$ cat src/rtl/boid_sched_pkg.sv
// rtl/boid_sched_pkg.sv - shared encodings and defaults for the boid frame scheduler
package boid_sched_pkg;

  // Shared with the BPU generate loop so both sides agree on the array size.
  localparam int MAX_BOIDS_DEFAULT = 64;

  localparam logic [1:0] ST_IDLE   = 2'd0;
  localparam logic [1:0] ST_SWITCH = 2'd1;
  localparam logic [1:0] ST_WRITE  = 2'd2;
  localparam logic [1:0] ST_DONE   = 2'd3;

  localparam logic [1:0] SRC_NONE   = 2'b00;
  localparam logic [1:0] SRC_CPU    = 2'b01;
  localparam logic [1:0] SRC_SCREEN = 2'b10;
  localparam logic [1:0] SRC_BOTH   = 2'b11;

endpackage

$ cat src/rtl/rise_edge_detect.sv
// rtl/rise_edge_detect.sv - registered rising-edge detector for one refresh source
module rise_edge_detect (
  input  logic clk_i,
  input  logic rst_i,
  input  logic d_i,
  output logic rise_o
);

  logic d_q;

  always_ff @(posedge clk_i or posedge rst_i) begin
    if (rst_i) d_q <= 1'b0;
    else       d_q <= d_i;
  end

  assign rise_o = d_i & ~d_q;

endmodule

$ cat src/rtl/boid_frame_scheduler.sv
// rtl/boid_frame_scheduler.sv - frame sequencer: buffer switch, per-boid RAM writes, trigger arbitration
// Optional screen_end divider enabled by defining REFRESH_DIV_EN.
module boid_frame_scheduler
  import boid_sched_pkg::*;
#(
  parameter int MAX_BOIDS    = MAX_BOIDS_DEFAULT,
  parameter int IDX_W        = $clog2(MAX_BOIDS),
  parameter int PIXEL_ADDR_W = 19,
  parameter int REFRESH_DIV  = 16
) (
  input  logic                    clock,
  input  logic                    reset,
  input  logic [1:0]              src_sel,
  input  logic                    cpu_refresh,
  input  logic                    screen_end,
  input  logic [IDX_W:0]          boid_count,
  input  logic [PIXEL_ADDR_W-1:0] boid_addr_in,
  output logic [IDX_W-1:0]        boid_sel,
  output logic                    disp_we,
  output logic [PIXEL_ADDR_W-1:0] disp_addr,
  output logic                    buf_switch,
  output logic                    busy,
  output logic                    frame_done,
  output logic [7:0]              overrun_cnt
);

  localparam int CNT_W = IDX_W + 1;
  localparam logic [CNT_W-1:0] MAX_N = CNT_W'(MAX_BOIDS);

  logic cpu_rise;
  logic scr_rise;
  logic scr_trig;
  logic trigger;

  rise_edge_detect u_cpu_edge (
    .clk_i  (clock),
    .rst_i  (reset),
    .d_i    (cpu_refresh),
    .rise_o (cpu_rise)
  );

  rise_edge_detect u_scr_edge (
    .clk_i  (clock),
    .rst_i  (reset),
    .d_i    (screen_end),
    .rise_o (scr_rise)
  );

`ifdef REFRESH_DIV_EN
  localparam int DIV_W = (REFRESH_DIV > 1) ? $clog2(REFRESH_DIV) : 1;
  localparam logic [DIV_W-1:0] DIV_LAST = DIV_W'(REFRESH_DIV - 1);

  logic [DIV_W-1:0] div_q;
  logic [DIV_W-1:0] div_d;

  // Counts every screen edge regardless of busy/src_sel; only the wrapping edge triggers.
  assign div_d    = scr_rise ? ((div_q == DIV_LAST) ? '0 : div_q + 1'b1) : div_q;
  assign scr_trig = scr_rise & (div_q == DIV_LAST);

  always_ff @(posedge clock or posedge reset) begin
    if (reset) div_q <= '0;
    else       div_q <= div_d;
  end
`else
  logic unused_refresh_div;
  assign unused_refresh_div = ^REFRESH_DIV;
  assign scr_trig = scr_rise;
`endif

  assign trigger = (cpu_rise & src_sel[0]) | (scr_trig & src_sel[1]);

  logic [1:0]       state_q, state_d;
  logic [IDX_W-1:0] sel_q, sel_d;
  logic [CNT_W-1:0] n_q, n_d;
  logic             pend_q, pend_d;
  logic [7:0]       ovr_q, ovr_d;
  logic [CNT_W-1:0] n_clamp;
  logic             last_sel;

  assign n_clamp  = (boid_count > MAX_N) ? MAX_N : boid_count;
  assign last_sel = ({1'b0, sel_q} == (n_q - 1'b1));

  always_comb begin
    state_d = state_q;
    sel_d   = sel_q;
    n_d     = n_q;
    pend_d  = pend_q;
    ovr_d   = ovr_q;

    case (state_q)
      ST_IDLE: begin
        if (trigger) begin
          state_d = ST_SWITCH;
          sel_d   = '0;
        end
      end
      ST_SWITCH: begin
        n_d     = n_clamp;
        sel_d   = '0;
        state_d = (n_clamp == '0) ? ST_DONE : ST_WRITE;
      end
      ST_WRITE: begin
        if (last_sel) state_d = ST_DONE;
        else          sel_d   = sel_q + 1'b1;
      end
      ST_DONE: begin
        // A trigger landing here is served directly or refills the freed pending slot.
        if (pend_q) begin
          state_d = ST_SWITCH;
          sel_d   = '0;
          pend_d  = trigger;
        end else if (trigger) begin
          state_d = ST_SWITCH;
          sel_d   = '0;
        end else begin
          state_d = ST_IDLE;
        end
      end
      default: state_d = ST_IDLE;
    endcase

    if (trigger && (state_q == ST_SWITCH || state_q == ST_WRITE)) begin
      if (!pend_q)              pend_d = 1'b1;
      else if (ovr_q != 8'hFF)  ovr_d  = ovr_q + 8'd1;
    end
  end

  always_ff @(posedge clock or posedge reset) begin
    if (reset) begin
      state_q <= ST_IDLE;
      sel_q   <= '0;
      n_q     <= '0;
      pend_q  <= 1'b0;
      ovr_q   <= 8'd0;
    end else begin
      state_q <= state_d;
      sel_q   <= sel_d;
      n_q     <= n_d;
      pend_q  <= pend_d;
      ovr_q   <= ovr_d;
    end
  end

  assign boid_sel    = sel_q;
  assign disp_we     = (state_q == ST_WRITE);
  assign buf_switch  = (state_q == ST_SWITCH);
  assign frame_done  = (state_q == ST_DONE);
  assign busy        = (state_q != ST_IDLE);
  assign disp_addr   = boid_addr_in;
  assign overrun_cnt = ovr_q;

endmodule

$ cat config.mk
export PLATFORM = sky130hd
export DESIGN_NAME = boid_frame_scheduler
export DESIGN_NICKNAME = d
export VERILOG_FILES = /design/src/rtl/boid_sched_pkg.sv /design/src/rtl/rise_edge_detect.sv /design/src/rtl/boid_frame_scheduler.sv
export SDC_FILE = /design/constraint.sdc
export NUM_CORES = 1
export LEC_CHECK = 0
export BUFFER_PORTS_ARGS = -buffer_cell sky130_fd_sc_hd__buf_4
export CORE_ASPECT_RATIO = 1.1
export CORE_UTILIZATION = 30
export DETAILED_ROUTE_END_ITERATION = 10
export GPL_ROUTABILITY_DRIVEN = 0
export PLACE_DENSITY = 0.57
export RECOVER_POWER = 100
export SETUP_SLACK_MARGIN = 0.1
export SYNTH_ARGS = -nofsm -noshare
export SYNTH_HDL_FRONTEND = slang
export SYNTH_SLANG_ARGS = --single-unit
export TNS_END_PERCENT = 5
$ cat constraint.sdc
create_clock -name clock -period 2.67 [get_ports clock]
set_clock_uncertainty 0.15 [all_clocks]
set_input_delay 0.534 -clock clock [delete_from_list [all_inputs] [get_ports clock]]
set_output_delay 0.534 -clock clock [all_outputs]
set_load 0.1 [all_outputs]
# After elaboration in Yosys (flattened, before gate mapping)
# Cells that the tools add are included.
[word_totals]
word_cells = 48
regBits = 26
output_inout_bits = 37
in_bits = 32
[classes]
n_eq_ne = 8
reduce_logical = 7
order_cmp = 1
n_mux = 15
addsub = 3
n_bitwise = 7
[ops]
columns = ["operator", "count"]
rows = [
  ["case mux 6 bit (4 select lines)", 1],
  ["two-way mux 6 bit", 3],
  ["adder 8 x 1 -> 8 bit (second input constant)", 1],
  ["!= test 8 bit (second input constant)", 1],
  ["case mux 2 bit (4 select lines)", 1],
  ["equality test 6 x 7 -> 1 bit", 1],
  ["greater-than comparator 7 bit (second input constant)", 1],
  ["zero test 7 bit", 1],
  ["two-way mux 1 bit", 7],
  ["two-way mux 7 bit", 1],
  ["subtractor 7 x 1 -> 7 bit (second input constant)", 1],
  ["adder 6 x 1 -> 6 bit (second input constant)", 1],
  ["bitwise AND 1 bit", 4],
  ["equality test 2 bit (second input constant)", 2],
  ["two-way mux 2 bit", 2],
  ["!= test 2 bit (second input constant)", 2],
  ["AND reduction 3 bit", 1],
  ["equality test 2 x 1 -> 1 bit (second input constant)", 1],
  ["zero test 2 bit", 1],
  ["!= test 2 x 1 -> 1 bit (second input constant)", 1],
  ["inverter 1 bit", 2],
  ["AND reduction 2 bit", 1],
  ["nonzero test 2 bit", 1],
  ["logical AND 1 bit", 1],
  ["other kinds (2)", 2],
]

# Depth between registers and ports, before layout
# Gate-level depths: netlist of run 1.
[depth]
word_depth = 8
mapped_depth = 9
ltp_nobuf = 8

# Modules after synthesis
# Synthesis of run 1 repeated with hierarchy kept, for this count alone.
[unflattened]
cells_unflattened = 188
hier_area_um2 = 1732.9
[modules_own_cells]
columns = ["module", "seq_area_each_um2", "n_inst", "area_per_inst_um2", "cells_per_inst"]
rows = [
  ["boid_frame_scheduler", 600.6, 1, 1647.8, 182],
  ["rise_edge_detect", 25.0, 2, 42.5, 3],
]

# Worst setup path before layout of run 1
# OpenSTA, ideal clock, no wires.
[synth_path]
path_kind = "flip-flop to flip-flop"
start = "reg sel_q[2], in the netlist boid_sel[2]"
end = "reg state_q[1]"
stages_incl_launch_ff = 9
synth_period_minus_slack_ps = 2646
setup_time_ps = 125
setup_slack_ps = 24
t_arrival_ps = 2371
required_time_ps = 2395
n_path_buf = 2
path_cell_list = "dfrtp_1 > clkbuf_2 > xor2_1 > and3_2 > a21oi_1 > nor4_2 > buf_6 > o22ai_4 > mux2_4"
[synth_between]
elab_chain_len = 3
[synth_lines]
columns = ["element", "line", "text"]
rows = [
  ["from (decl)", "boid_frame_scheduler.sv:73", "logic [IDX_W-1:0] sel_q, sel_d;"],
  ["from (signal assigned)", "boid_frame_scheduler.sv:137", "sel_q <= sel_d;"],
  ["equality test 6 x 7 -> 1 bit", "boid_frame_scheduler.sv:81", "assign last_sel = ({1'b0, sel_q} == (n_q - 1'b1));"],
  ["!= test 2 x 1 -> 1 bit (no line)", "n/a", ""],
  ["AND reduction 2 bit (no line)", "n/a", ""],
  ["to (signal assigned)", "boid_frame_scheduler.sv:136", "state_q <= state_d;"],
  ["to (decl)", "boid_frame_scheduler.sv:72", "logic [1:0] state_q, state_d;"],
]
# No other way between the ends.
# A chain may end at the register's enable or synchronous reset.

# Final worst setup path of run 1
[layout_path]
start = "reg state_q[0]"
end = "out disp_we"
[layout_between]
elab_chain_len = 1
[layout_lines]
columns = ["element", "line", "text"]
rows = [
  ["equality test 2 bit", "boid_frame_scheduler.sv:145", "assign disp_we = (state_q == ST_WRITE);"],
  ["to (decl)", "boid_frame_scheduler.sv:19", "output logic disp_we,"],
]
# No other way between the ends.

==> qor.csv, run 1 <==
stage;metric;value;unit
drt;wl;3080;um
global_route;gr-usage-met1;0.137;
layout;syn_to_final_growth;8.20;%
clocking;root_buffer;clkbuf_8;
global_route;gr-total-overflow;0;
floorplanning;dieHeight;79.7;um
layout;drive_above_1_share;0.180;
setup_path;reg2reg_to;state_q[1];
setup_path;path_class;flop to output port;
synthesis;yosys.area_share.xor_xnor;0.0904;
setup_path;cp.arrival;1.71;ns
placement;dp_cells;251;
global_route;grt_pass1_wl;5180;um
drt;drt_iter0_markers;85;
setup_path;r2r_start;n_q[0];
layout;final_common_cell;dfrtp_1;
layout;fin_cells;255;
synthesis;synth-simple-area-share;0.172;
synthesis;syn_inst;170;
sta;timing.hold.ws;0.252;ns
clocking;cts_tree;yes;
sta;rsz0062_at_grt;false;
floorplanning;dieArea;0.00579;sq mm
clocking;cts_buffers;3;
placement;dp_hpwl;2370;um
setup_path;path_delay_family;buffers and inverters;
power;leakagePower;0.801;nW
synthesis;seq_area_frac_synth;0.395;
layout;multi_input_area;743;sq um
sta;setup_viol;0;
global_route;grt_pass1_vias;1165;
synthesis;synth_compound_area_frac;0.118;
outcome;outcome;finished, final reports clean;
drt;drc;0;
synthesis;synth_nets;210;
clocking;postCtsHoldBufs;0;
drt;vias;1165;
global_route;grt_max_degree;27;
global_route;globalRouteMet3Util;0.0316;
clocking;ctsHtreeMaxLevel;1;
synthesis;yosys_warnings;0;
layout;post-route-util;0.347;
worst_hold_path;hold_depth;1;
sta;hold_viol;0;
placement;port_buffers;30;
global_route;antenna_found_initial;0;
sta;finalWorstSetupSlack;0.280;ns
power;power.total;2.11;mW
synthesis;ys_types;36;
floorplanning;dieWidth;72.7;um
floorplanning;coreArea;0.00513;sq mm
sta;finalCritPeriodShare;0.895;
clocking;cts_num_sinks;26;
synthesis;synth.area.mux_share;0.0228;
setup_path;cp_slowest_cell;clkbuf_2;
synthesis;yosys.area_share.adder;0.0607;
sta;tightestPinTransition;1.40;ns
setup_path;cp.required;1.99;ns
layout;n_antenna_cell;0;
global_route;grt-busiest-layer;met2;
synthesis;synth_top_family_by_area;simple AND/OR/NAND/NOR gates;
setup_path;critPathBufInv;2;
floorplanning;core.rowCount;27;
sta;fin_crit;2.39;ns
clocking;post_cts_resized;0;
clocking;clk_pin_slew;0.08;ns
placement;post_dp_cell_area;0.00181;sq mm
drt;wl_per_cell;12.1;um
drt;firstDrtPassIters;4;
sta;slew_headroom;0.0672;
global_route;globalRouteMet2Util;0.206;
drt;drt-vias-per-instance;4.57;
global_route;grt_use_total;0.116;
worst_hold_path;hold_class;input port to flop;
synthesis;synth_area;0.00165;sq mm
layout;num-fill-cells;579;
clocking;clock_path_buffers;2;
setup_path;startpoint_type;flop;
flow_run;max_cap_violations;0;
setup_path;critical_path.max_fanout;9;
setup_path;cp_slowest_stage_delay;0.52;ns
worst_hold_path;hold_path_startpoint;screen_end;
clocking;cts_setup_buffers;0;
placement;place_ws;0.399;ns
synthesis;syn_area_per_cell;9.69;sq um
sta;final-max-slew-violation-count;0;
worst_hold_path;hold_end;u_scr_edge.d_q;
layout;stdcell_area;0.00178;sq mm
setup_path;r2r_cells;9;
clocking;insertion_delay;0.27;ns
layout;regArea;653;sq um
sta;clock.fmax;418;MHz
setup_path;cp_cell_sequence;inv_1, ha_1, clkbuf_2;
setup_path;worstSetupEndpointType;output port;
floorplanning;ioPinCount;69;
sta;tns;0;ns
power;p_per_area;1180;mW/mm^2
synthesis;yosys_register_bits;26;
power;vdd_ir_drop_max;0.442;mV
drt;antenna_left;0;
layout;mostFrequentLayoutCells;24 x dfrtp_1, 16 x inv_1, 12 x nand2_1;
setup_path;r2r_setup_slack;0.33;ns
layout;layout.nets;224;
floorplanning;start_util;0.321;
-- cell usage after synthesis --
library cell / instances / area [sq um]
and3_2: 1 / 7.51
buf_6: 2 / 22.5
o22ai_1: 1 / 6.26
xnor2_1: 10 / 87.6
o21bai_1: 1 / 7.51
o2111a_1: 1 / 11.3
nor4b_1: 1 / 8.76
nand2b_1: 2 / 12.5
o22ai_4: 2 / 40.0
dfrtp_1: 26 / 651
or4_1: 2 / 15.0
clkbuf_2: 1 / 5.00
a31oi_1: 2 / 12.5
nand2_1: 12 / 45.0
inv_1: 16 / 60.1
a21oi_1: 6 / 30.0
and3_1: 3 / 18.8
nand3b_1: 7 / 52.6
nor4_1: 2 / 12.5
buf_4: 19 / 143
a22oi_1: 1 / 7.51
o211ai_1: 2 / 15.0
nor2_1: 6 / 22.5
nand4_1: 2 / 12.5
nor3_1: 2 / 10.0
a311o_2: 1 / 11.3
ha_1: 8 / 100
mux2_4: 1 / 15.0
nor4_2: 1 / 12.5
a2111oi_0: 2 / 17.5
clkbuf_1: 1 / 3.75
nor3b_1: 1 / 7.51
mux2_2: 2 / 22.5
nand3_1: 9 / 45.0
o21ai_0: 7 / 35.0
xor2_1: 7 / 61.3
-- final cells by class --
class,count,share of cell area
Tap cell,72,0.0505
Sequential cell,26,0.366
Timing Repair Buffer,32,0.102
Inverter,16,0.0337
Multi-Input combinational cell,105,0.417
Clock buffer,4,0.0309
-- power by group --
part	total, mW	internal, mW	switching (mW)
clock	0.250	0.132	0.119
sequential	0.625	0.500	0.124
combinational	1.23	0.332	0.900
total	2.11	0.964	1.14
-- cell families after synthesis --
group | after synthesis
simple gates | 51
buf+inv | 39
compound gates | 26
flops | 26
xor+xnor | 17
fa+ha+maj | 8
mux | 3
-- sequential cells by signal, indices dropped and copies added (netlist names) --
register	count
boid_sel	6
n_q	7
overrun_cnt	8
pend_q	1
state_q	2
u_cpu_edge.d_q	1
u_scr_edge.d_q	1
-- worst max path at each step --
stage	endpoint	startpoint	slack (ns)	depth (start not counted)
after floorplan	state_q[1]	boid_sel[3]	0.11	8
after global placement	state_q[1]	n_q[0]	0.43	9
after detailed placement	state_q[1]	n_q[0]	0.40	9
after CTS	buf_switch	state_q[1]	0.35	3
after global routing	state_q[1]	n_q[0]	0.16	9
final	disp_we	state_q[0]	0.28	3
-- metal layers --
metal / wire length [um] / vias to the layer above / share of wire
met1: 1370 / 541 / 0.44
met4: 25 / 0 / 0.0081
met3: 162 / 4 / 0.053
met5: 0 / - / 0
li1: - / 590 / -
met2: 1530 / 30 / 0.49
No activity file was read; power rests on OpenSTA's default activity.
==> run 2: changes to the inputs <==
--- a/config.mk
+++ b/config.mk
@@ -10,7 +10,7 @@
 export CORE_UTILIZATION = 30
 export DETAILED_ROUTE_END_ITERATION = 10
 export GPL_ROUTABILITY_DRIVEN = 0
-export PLACE_DENSITY = 0.57
+export PLACE_DENSITY = 0.59
 export RECOVER_POWER = 100
 export SETUP_SLACK_MARGIN = 0.1
 export SYNTH_ARGS = -nofsm -noshare
==> run 2 against run 1 <==
Net effect:
- fmax decreased by 2.2%
- register-to-register slack worse by 0.06 ns
- clock power is 4% higher
- combinational power is essentially flat
- core utilization barely moved
- sequential share of layout area rose by 0.051 points
- sequential power about the same
==> qor.csv, run 2 (synthesis results as in run 1) <==
stage;metric;value;unit;change
clocking;cts_buffers;3;;unchanged
drt;antenna_left;0;;unchanged
worst_hold_path;hold_class;input port to flop;;unchanged
global_route;antenna_found_initial;0;;unchanged
layout;mostFrequentLayoutCells;24 x dfrtp_1, 16 x inv_1, 12 x nand2_1;;unchanged
sta;slew_headroom;0.0507;;was 0.0672
drt;drc;0;;unchanged
clocking;clk_pin_slew;0.08;ns;about the same
global_route;grt_use_total;0.123;;was 0.116
drt;firstDrtPassIters;4;;unchanged
setup_path;worstSetupEndpointType;output port;;unchanged
floorplanning;dieArea;0.00579;sq mm;unchanged
sta;tightestPinTransition;1.42;ns;was 1.40 ns
clocking;post_cts_resized;0;;unchanged
floorplanning;coreArea;0.00513;sq mm;unchanged
setup_path;r2r_start;n_q[0];;unchanged
setup_path;cp.arrival;1.76;ns;was 1.71 ns
clocking;postCtsHoldBufs;0;;unchanged
placement;post_dp_cell_area;0.00181;sq mm;unchanged
drt;drt-vias-per-instance;4.78;;was 4.57
sta;fin_crit;2.44;ns;was 2.39 ns
setup_path;critical_path.max_fanout;15;;was 9
floorplanning;dieWidth;72.7;um;unchanged
clocking;cts_setup_buffers;0;;unchanged
drt;wl;3180;um;was 3080 um
layout;final_common_cell;dfrtp_1;;unchanged
layout;stdcell_area;0.00178;sq mm;about the same
power;leakagePower;0.800;nW;was 0.801 nW
layout;syn_to_final_growth;8.05;%;was 8.20%
clocking;ctsHtreeMaxLevel;1;;unchanged
clocking;root_buffer;clkbuf_8;;unchanged
worst_hold_path;hold_end;u_scr_edge.d_q;;unchanged
sta;final-max-slew-violation-count;0;;unchanged
setup_path;path_class;flop to output port;;unchanged
drt;drt_iter0_markers;69;;was 85
floorplanning;start_util;0.321;;unchanged
sta;tns;0;ns;unchanged
floorplanning;core.rowCount;27;;unchanged
global_route;grt_pass1_wl;5540;um;was 5180 um
layout;largest_reg_flops;8;;unchanged
worst_hold_path;hold_path_startpoint;screen_end;;unchanged
flow_run;max_cap_violations;0;;unchanged
sta;hold_viol;0;;unchanged
clocking;insertion_delay;0.28;ns;was 0.27 ns
global_route;gr-total-overflow;0;;unchanged
placement;dp_hpwl;2390;um;was 2370 um
layout;layout.nets;224;;unchanged
outcome;outcome;finished, final reports clean;;unchanged
placement;port_buffers;30;;unchanged
global_route;grt_max_degree;27;;unchanged
layout;n_antenna_cell;0;;unchanged
drt;vias;1220;;was 1165
worst_hold_path;hold_depth;1;;unchanged
drt;wl_per_cell;12.5;um;was 12.1 um
power;p_per_area;1190;mW/mm^2;was 1180 mW/mm^2
clocking;clock_path_buffers;2;;unchanged
floorplanning;ioPinCount;69;;unchanged
floorplanning;dieHeight;79.7;um;unchanged
global_route;grt_pass1_vias;1210;;was 1165
setup_path;startpoint;state_q[1];;was state_q[0]
setup_path;r2r_setup_slack;0.27;ns;was 0.33 ns
layout;num-fill-cells;571;;was 579
layout;drive_above_1_share;0.180;;unchanged
setup_path;r2r_cells;9;;unchanged
setup_path;startpoint_type;flop;;unchanged
clocking;cts_num_sinks;26;;unchanged
setup_path;cp.required;1.99;ns;about the same
sta;rsz0062_at_grt;false;;unchanged
sta;setup_viol;0;;unchanged
power;vdd_ir_drop_max;0.530;mV;was 0.442 mV
setup_path;reg2reg_to;state_q[1];;unchanged
clocking;cts_tree;yes;;unchanged
sta;timing.hold.ws;0.247;ns;was 0.252 ns
sta;finalCritPeriodShare;0.915;;was 0.895
sta;clock.fmax;409;MHz;was 418 MHz
run 2: cell counts in the layout (fill, tap and decap cells not counted):
Identical to the previous run, type by type.
run 2: per-stage QoR:
stage / std cells / setup slack [ns] / power (mW) / util
5_1_grt: 255 / 0.101 / 2.27 / 0.347
3_3_place_gp: 251 / 0.443 / 1.94 / 0.352
4_1_cts: 255 / 0.327 / 2.22 / 0.363
6_report: 255 / 0.226 / 2.11 / 0.347
2_1_floorplan: 170 / 0.109 / 1.82 / -
3_5_place_dp: 251 / 0.339 / 1.95 / 0.352
run 2: cell type report:
cell class | instances | area (sq um) | area share
well taps | 72 | 90.1 | 0.0506
flip-flops and latches | 26 | 653 | 0.367
inverters | 16 | 60.1 | 0.0337
clock buffers | 4 | 55.1 | 0.0309
repair buffers | 32 | 179 | 0.100
multi-input cells | 105 | 743 | 0.417
run 2: worst max path at each step:
stage | endpoint | slack [ns] | cells past startpoint
after detailed placement | state_q[1] | 0.34 | 9
after global routing | state_q[1] | 0.10 | 9
after global placement | state_q[1] | 0.44 | 9
final | buf_switch | 0.23 | 3
after CTS | state_q[1] | 0.33 | 9
after floorplan | state_q[1] | 0.11 | 8
run 2: critical path, cell delays in order (launching register included):
cell and delay, ns:
dfrtp_1 0.43, inv_1 0.12, ha_1 0.44, buf_2 0.51
run 2: layer usage:
metal | share of wire | track usage | routed length, um | vias to the layer above
li1 | - | - | - | 593
met1 | 0.45 | 0.154 | 1430 | 589
met2 | 0.48 | 0.204 | 1520 | 32
met3 | 0.053 | 0.0253 | 168 | 6
met4 | 0.020 | 0.0510 | 64 | 0
met5 | 0 | 0 | 0 | -
run 2: where the power goes:
group          total [mW]  switching [mW]  internal (mW)
Sequential          0.625           0.124          0.500
Clock               0.260           0.128          0.132
Combinational        1.23           0.899          0.327
